## config.mk

```make
export PLATFORM = sky130hd
export DESIGN_NAME = multi_cycle_sequencer
export DESIGN_NICKNAME = d
export VERILOG_FILES = /design/src/rtl/multi_cycle_sequencer.sv
export SDC_FILE = /design/constraint.sdc
export NUM_CORES = 1
export LEC_CHECK = 0
export CORE_MARGIN = 2
export CORE_UTILIZATION = 41
export DETAILED_ROUTE_END_ITERATION = 10
export PLACE_DENSITY_LB_ADDON = 0.1
export SKIP_CTS_REPAIR_TIMING = 1
export SYNTH_ARGS = -nofsm -noshare
export SYNTH_HDL_FRONTEND = slang
export SYNTH_SLANG_ARGS = --single-unit
```

## constraint.sdc

```tcl
create_clock -name CLK -period 3.45 [get_ports CLK]
set_input_delay 0.69 -clock CLK [delete_from_list [all_inputs] [get_ports CLK]]
set_output_delay 0.69 -clock CLK [all_outputs]
set_load 0.01 [all_outputs]
```

## src/rtl/multi_cycle_sequencer.sv

```systemverilog
// Five-phase (IF/ID/EXE/MEM/WB) control FSM; outputs are combinational from phase and opcode, 2-5 cycles per instruction.
// Only MEM can stall (on mem_ready); every other phase advances on each edge, and HALT holds until reset.
module multi_cycle_sequencer (
  input  logic       CLK,
  input  logic       RST,
  input  logic [5:0] op,
  input  logic       zero,
  input  logic       mem_ready,
  output logic [2:0] state,
  output logic       PCWre,
  output logic [1:0] PCSrc,
  output logic       IRWre,
  output logic       RegWre,
  output logic       RegDst,
  output logic       ALUSrcB,
  output logic [2:0] ALUOp,
  output logic       ExtSel,
  output logic       mRD,
  output logic       mWR,
  output logic       DBDataSrc,
  output logic       illegal
);

  typedef enum logic [2:0] {
    S_IF   = 3'b000,
    S_ID   = 3'b001,
    S_EXE  = 3'b010,
    S_MEM  = 3'b011,
    S_WB   = 3'b100,
    S_HALT = 3'b111
  } state_t;

  localparam logic [5:0] OP_ADD  = 6'b000000;
  localparam logic [5:0] OP_SUB  = 6'b000001;
  localparam logic [5:0] OP_ADDI = 6'b000010;
  localparam logic [5:0] OP_OR   = 6'b010000;
  localparam logic [5:0] OP_AND  = 6'b010001;
  localparam logic [5:0] OP_ORI  = 6'b010010;
  localparam logic [5:0] OP_SLT  = 6'b100110;
  localparam logic [5:0] OP_SW   = 6'b110000;
  localparam logic [5:0] OP_LW   = 6'b110001;
  localparam logic [5:0] OP_BEQ  = 6'b110100;
  localparam logic [5:0] OP_BNE  = 6'b110101;
  localparam logic [5:0] OP_J    = 6'b111000;
  localparam logic [5:0] OP_HALT = 6'b111111;

  state_t cur_state, nxt_state;
  logic   illegal_q;

  logic is_rtype, is_addi, is_ori, is_lw, is_sw, is_beq, is_bne, is_j, is_halt, is_legal;

  assign is_rtype = (op == OP_ADD) || (op == OP_SUB) || (op == OP_OR) ||
                    (op == OP_AND) || (op == OP_SLT);
  assign is_addi  = (op == OP_ADDI);
  assign is_ori   = (op == OP_ORI);
  assign is_lw    = (op == OP_LW);
  assign is_sw    = (op == OP_SW);
  assign is_beq   = (op == OP_BEQ);
  assign is_bne   = (op == OP_BNE);
  assign is_j     = (op == OP_J);
  assign is_halt  = (op == OP_HALT);
  assign is_legal = is_rtype | is_addi | is_ori | is_lw | is_sw |
                    is_beq | is_bne | is_j | is_halt;

  always_ff @(posedge CLK or negedge RST) begin
    if (!RST) begin
      cur_state <= S_IF;
      illegal_q <= 1'b0;
    end else begin
      cur_state <= nxt_state;
      if (cur_state == S_ID && !is_legal) illegal_q <= 1'b1;
    end
  end

  // Raw strobes before reset gating
  logic pc_we, ir_we, rf_we, rd_en, wr_en;

  always_comb begin
    nxt_state = cur_state;
    pc_we     = 1'b0;
    PCSrc     = 2'b00;
    ir_we     = 1'b0;
    rf_we     = 1'b0;
    RegDst    = 1'b0;
    ALUSrcB   = 1'b0;
    ALUOp     = 3'b000;
    ExtSel    = 1'b0;
    rd_en     = 1'b0;
    wr_en     = 1'b0;
    DBDataSrc = 1'b0;
    case (cur_state)
      S_IF: begin
        ir_we     = 1'b1;
        nxt_state = S_ID;
      end
      S_ID: begin
        if (is_j) begin
          pc_we     = 1'b1;
          PCSrc     = 2'b10;
          nxt_state = S_IF;
        end else if (is_halt || !is_legal) begin
          nxt_state = S_HALT;
        end else begin
          nxt_state = S_EXE;
        end
      end
      S_EXE: begin
        ALUSrcB = is_addi | is_ori | is_lw | is_sw;
        ExtSel  = is_addi | is_lw | is_sw | is_beq | is_bne;
        case (op)
          OP_SUB, OP_BEQ, OP_BNE: ALUOp = 3'b001;
          OP_OR,  OP_ORI:         ALUOp = 3'b010;
          OP_AND:                 ALUOp = 3'b011;
          OP_SLT:                 ALUOp = 3'b100;
          default:                ALUOp = 3'b000;
        endcase
        if (is_beq || is_bne) begin
          pc_we     = 1'b1;
          PCSrc     = ((is_beq && zero) || (is_bne && !zero)) ? 2'b01 : 2'b00;
          nxt_state = S_IF;
        end else if (is_lw || is_sw) begin
          nxt_state = S_MEM;
        end else begin
          nxt_state = S_WB;
        end
      end
      S_MEM: begin
        rd_en = is_lw;
        wr_en = is_sw;
        if (mem_ready) begin
          if (is_lw) begin
            nxt_state = S_WB;
          end else begin
            pc_we     = 1'b1;
            nxt_state = S_IF;
          end
        end
      end
      S_WB: begin
        rf_we     = 1'b1;
        pc_we     = 1'b1;
        RegDst    = is_rtype;
        DBDataSrc = is_lw;
        nxt_state = S_IF;
      end
      default: nxt_state = S_HALT;
    endcase
  end

  // Strobes drop the instant reset asserts, without waiting for an edge
  assign PCWre   = pc_we & RST;
  assign IRWre   = ir_we & RST;
  assign RegWre  = rf_we & RST;
  assign mRD     = rd_en & RST;
  assign mWR     = wr_en & RST;
  assign state   = cur_state;
  assign illegal = illegal_q;

endmodule

```

==> results.sh, run 1 <==
export IMPL_cts_htree_levels=1
export IMPL_fillCellCount=112
export IMPL_dieHeight_um=40.48
export IMPL_end_kind="output pin"
export IMPL_yosysTopAreaCell="dfrtp_1"
export IMPL_nNetsFinal=119
export IMPL_setup_violations_final=0
export IMPL_ys_async_sr_fraction_pct=100.0
export IMPL_p_sw_uw=108.8
export IMPL_multi_input_area_sq_um=401.6
export IMPL_critical_path_required_ns=2.76
export IMPL_synth_seq_cells=4
export IMPL_crit_type="input port to output pin"
export IMPL_num_rows=13
export IMPL_worst_slew_pin_slew_ns=0.3396
export IMPL_clk_latency_ns=0.24
export IMPL_ys_types=33
export IMPL_die_w_um=40.48
export IMPL_drtIter0Drc=27
export IMPL_rsz0062_at_grt="no"
export IMPL_ir_drop_mv=0.3594
export IMPL_drive_gt1_share_pct=10.28
export IMPL_area_delta_synth_final_pct=55.96
export IMPL_core_area_sq_um=1269
export IMPL_overflow=0
export IMPL_seq_power_share_pct=33.1
export IMPL_cts_sinks=4
export IMPL_swShare_pct=37.83
export IMPL_clock_fmax_mhz=303.5
export IMPL_timing_final_hold_violations=0
export IMPL_final_core_util_pct=67.06
export IMPL_numCtsBuffers=3
export IMPL_top_layer="met4"
export IMPL_p_comb_share_pct=46.6
export IMPL_via_count=693
export IMPL_hold_start="illegal"
export IMPL_status="finished, final reports clean"
export IMPL_dr_pass1_iters=4
export IMPL_drc=0
export IMPL_critPathLaunchType="input port"
export IMPL_fin_tns_setup_ns=0
export IMPL_yosys_warnings=0
export IMPL_drv_slew=0
export IMPL_dp_hpwl_um=1154
export IMPL_die_area_sq_um=1638
export IMPL_grt_pass1_wl_um=2270
export IMPL_synth_top_area_share_pct=18.35
export IMPL_worst_hold_path_type="register to register"
export IMPL_grt_max_degree=14
export IMPL_critPathLaunch="op[5]"
export IMPL_crit_fanout=11
export IMPL_syn_inst=80
export IMPL_pwr_density_cell_nw_per_um2=338.0
export IMPL_cts_tree="built"
export IMPL_grt_pass1_vias=537
export IMPL_antenna_cells=0
export IMPL_syn_mean_instance_area_sq_um=6.819
export IMPL_slew_limit_headroom_pct=77.17
export IMPL_final_antenna_net_count=0
export IMPL_ys_seq_area_share_pct=18.35
export IMPL_p_int_uw=178.8
export IMPL_clockBufferDepth=2
export IMPL_r2r_start="state[2]"
export IMPL_cts_root_buffer="clkbuf_4"
export IMPL_synth_nets=90
export IMPL_wl_met2_um=706
export IMPL_wl_met3_um=65
export IMPL_route_detailed_wl_per_inst_um=12.70
export IMPL_period_needed_ns=3.295
export IMPL_syn_area_sq_um=545.5
export IMPL_port_buffers=27
export IMPL_crit_arrival_ns=2.61
export IMPL_r2r_cells=4
export IMPL_gp_congestion=0.8177
export IMPL_wl_met1_um=755
export IMPL_drv_cap=0
export IMPL_wl_um=1550
export IMPL_synth_ff_type="dfrtp_1"
export IMPL_whs_path_depth=1
export IMPL_regArea_sq_um=100.1
export IMPL_clkPwrFrac_pct=20.2
export IMPL_grtUsageTotal_pct=21.09
export IMPL_period_share_pct=95.51
export IMPL_path_clk_slew_ns=0.03
export IMPL_io_pins=28
export IMPL_synth_area_leaders="dfrtp_1 18%, nor2_1 10%, nand2_1 5.5%, nor3b_1 5.5%, buf_2 4.6%"
export IMPL_start_util_pct=43.00
export IMPL_synth_edff_count=0
export IMPL_fin_skew_ns=0.004531
export IMPL_antenna_found_initial=0
export IMPL_via_per_inst=5.680
export IMPL_power_leakage_uw=0.0002784
-- area by class of cell --
type	count	share of cell area, %
clock buffer	3	2.647
multi-input combinational	67	47.21
tap	15	2.206
inverter	2	0.8824
sequential	4	11.76
timing repair buffer	31	35.29
-- sequential cells by signal, summed over array words and instances (netlist names) --
signal / count
illegal: 1
state: 3
-- synth_stat cells, drive strengths merged, types with 4 or more instances --
library cell,n
nor3b,4
nand2,8
a21oi,5
nor3,5
nor2,15
nand3,4
dfrtp,4
buf,6
-- through the flow --
step / total power, uW / cell area (sq um) / instances / worst slack (ns) / hold WS [ns]
3_5_place_dp: 228.0 / 828.3 / 119 / 0.1727 / 0.4680
5_1_grt: 310.5 / 850.8 / 122 / 0.06183 / 0.5233
2_1_floorplan: 170.7 / 545.5 / 80 / 1.103 / 0.3944
3_3_place_gp: 229.2 / 828.3 / 119 / 0.1658 / 0.4692
4_1_cts: 287.3 / 850.8 / 122 / 0.1674 / 0.4795
6_report: 287.6 / 850.8 / 122 / 0.1549 / 0.4754
-- power groups by stage --
| stage | combinational (uW) | sequential, uW | clock, uW |
|---|---|---|---|
| after global routing | 147 | 100 | 63.5 |
| after global placement | 134 | 95.0 | 0 |
| final | 134 | 95.3 | 58.2 |
| after floorplan | 91.8 | 78.8 | 0 |
| after detailed placement | 134 | 94.5 | 0 |
| after CTS | 134 | 94.4 | 58.9 |
-- worst max-delay path, stage by stage --
cell,delay (ns)
clkdlybuf4s50_1,0.67
nand3b_1,0.21
nor3_2,0.23
nor3b_1,0.22
clkdlybuf4s50_1,0.57
-- layer usage --
metal  up-vias  global-route usage [%]
met4         0                   10.00
met3         2                   5.000
li1        350                       -
met2        21                   30.56
met1       320                   28.90
met5         -                       0
-- kinds of logic (layout without fill, tap and decap cells) --
family / after synthesis / after routing / synth area share (%)
AO/OA/AOI/OAI: 17 / 17 / 21.79
buffers and inverters: 9 / 36 / 8.027
flip-flops: 4 / 4 / 18.35
XOR/XNOR: 1 / 1 / 1.606
AND/OR/NAND/NOR: 49 / 49 / 50.23
-- worst paths after layout --
| kind | to | slack (ns) |
|---|---|---|
| worst max-delay path | mWR | 0.15 |
| max in group asynchronous | state[0] | 2.58 |
| worst max register to register | illegal | 2.24 |
| worst min register to register | illegal | 0.48 |
| worst min-delay path | illegal | 0.48 |
| min in group asynchronous | state[1] | 0.67 |
-- placed cells by master, fill, tap and decap left out, drive strengths merged --
cell type,netlist,layout
o21ai,2,2
and3b,1,1
nand4bb,1,1
o221ai,2,2
nor4,2,2
buf,6,4
clkdlybuf4s50,0,27
a31oi,2,2
nor2b,1,1
nor3b,4,4
nor3,5,5
clkbuf,1,3
a2111oi,1,1
nand3,4,4
nor2,15,15
nand4b,2,2
o21bai,1,1
o22a,1,1
dfrtp,4,4
xor2,1,1
a21oi,5,5
o21a,2,2
nand3b,2,2
and4b,1,1
a211o,1,1
nand2b,2,2
inv,2,2
nand4,1,1
nand2,8,8
Power figures use the tool's default switching activity.
==> run 2: changes to the inputs <==
- CORE_MARGIN: 2 -> not set
==> results.sh, run 2 (synthesis results as in run 1) <==
export IMPL_status="finished, final reports clean"
export IMPL_mostFrequentLayoutCell="clkdlybuf4s50_1"
export IMPL_r2r_start="state[1]"
export IMPL_final_antenna_net_count=0
export IMPL_path_clk_slew_ns=0.05
export IMPL_met3_usage_pct=6.977
export IMPL_period_needed_ns=3.171
export IMPL_largest_register_ff_count=3
export IMPL_setup_violations_final=0
export IMPL_fillCellCount=95
export IMPL_nNetsFinal=122
export IMPL_met2_usage_pct=33.47
export IMPL_drc=0
export IMPL_fin_skew_ns=0.01379
export IMPL_cts_tree="built"
export IMPL_dieHeight_um=38.48
export IMPL_drv_slew=0
export IMPL_cts_root_buffer="clkbuf_4"
export IMPL_clock_fmax_mhz=315.4
export IMPL_r2r_cells=4
export IMPL_grt_max_degree=14
export IMPL_grt_pass1_vias=534
export IMPL_antenna_found_initial=0
export IMPL_area_delta_synth_final_pct=59.86
export IMPL_drtIter0Drc=13
export IMPL_die_w_um=38.48
export IMPL_finalWorstSetupSlack_ns=0.2793
export IMPL_grt_pass1_wl_um=2325
export IMPL_critPathLaunch="op[5]"
export IMPL_pwr_density_cell_nw_per_um2=335.9
export IMPL_drive_gt1_share_pct=12.73
export IMPL_port_buffers=27
export IMPL_via_count=685
export IMPL_drv_cap=0
export IMPL_clockBufferDepth=2
export IMPL_period_share_pct=91.90
export IMPL_cts_htree_levels=1
export IMPL_ff2ff_setup_slack_ns=2.21
export IMPL_dp_cells=121
export IMPL_critPathLaunchType="input port"
export IMPL_clk_latency_ns=0.25
export IMPL_worst_slew_pin_slew_ns=0.3625
export IMPL_crit_arrival_ns=2.48
export IMPL_crit_end="PCWre"
export IMPL_cts_sinks=4
export IMPL_core_area_sq_um=1171
export IMPL_dp_hpwl_um=1083
export IMPL_io_pins=28
export IMPL_critical_path_required_ns=2.76
export IMPL_dr_pass1_iters=4
export IMPL_overflow=0
export IMPL_wl_um=1465
export IMPL_num_rows=12
export IMPL_busiest_layer="met2"
export IMPL_fin_tns_setup_ns=0
export IMPL_timing_final_hold_violations=0
export IMPL_crit_fanout=8
export IMPL_r2r_end="state[0]"
export IMPL_met1_usage_pct=32.14
export IMPL_via_per_inst=5.524
export IMPL_place_ws_ns=0.2822
export IMPL_slew_limit_headroom_pct=75.83
export IMPL_start_util_pct=46.58
export IMPL_fin_cells=124
export IMPL_power_leakage_uw=0.0002925
export IMPL_crit_type="input port to output pin"
export IMPL_layout_common_cells="27 x clkdlybuf4s50_1, 15 x nor2_1, 8 x nand2_1"
export IMPL_end_kind="output pin"
export IMPL_ir_drop_mv=0.4409
export IMPL_antenna_cells=0
export IMPL_die_area_sq_um=1480
export IMPL_route_detailed_wl_per_inst_um=11.81
export IMPL_numCtsBuffers=3
export IMPL_gp_congestion=0.7951
export IMPL_grtUsageTotal_pct=23.42
export IMPL_rsz0062_at_grt="no"
export IMPL_worst_hold_path_type="register to register"
==> run 2: where the power goes <==
group          total, uW  internal (uW)  switching (uW)
clock network       62.6           39.2            23.4
registers           94.8           62.5            32.3
logic                135           78.9            56.6
==> run 2: routing by layer <==
layer,routed length (um),up-vias
met3,89,4
li1,-,351
met1,716,304
met2,624,26
met5,0,-
met4,34,0
==> run 2: how the worst min path moves through the flow <==
| stage | cells after the start | start | endpoint | slack [ns] |
|---|---|---|---|---|
| 2_1_floorplan | 0 | RST | illegal | 0.39 |
| 3_3_place_gp | 1 | illegal | illegal | 0.47 |
| 3_5_place_dp | 1 | illegal | illegal | 0.47 |
| 4_1_cts | 1 | illegal | illegal | 0.48 |
| 5_1_grt | 1 | illegal | illegal | 0.50 |
| 6_report | 1 | illegal | illegal | 0.48 |
==> run 2: final cells by class <==
class	instances	area [sq um]	area share (%)
Multi-Input combinational cell	67	401.6	46.05
Sequential cell	4	100.1	11.48
Inverter	2	7.507	0.8608
Timing Repair Buffer	34	322.8	37.02
Tap cell	14	17.52	2.009
Clock buffer	3	22.52	2.582
==> run 2: worst max-delay path, stage by stage <==
cell and delay, ns:
clkdlybuf4s50_1 0.52, and3b_2 0.32, nand3_1 0.17, nand2_1 0.07, a31oi_1 0.16, clkdlybuf4s50_1 0.55
==> run 2: per-stage QoR <==
stage | instance area (sq um) | hold WS [ns] | utilization [%] | total power (uW)
after floorplan | 545.5 | 0.3944 | - | 170.7
after global placement | 849.6 | 0.4662 | 72.54 | 229.5
after detailed placement | 849.6 | 0.4659 | 72.54 | 229.2
after CTS | 872.1 | 0.4815 | 74.47 | 295.4
after global routing | 872.1 | 0.5044 | 74.47 | 314.2
final | 872.1 | 0.4808 | 74.47 | 292.9
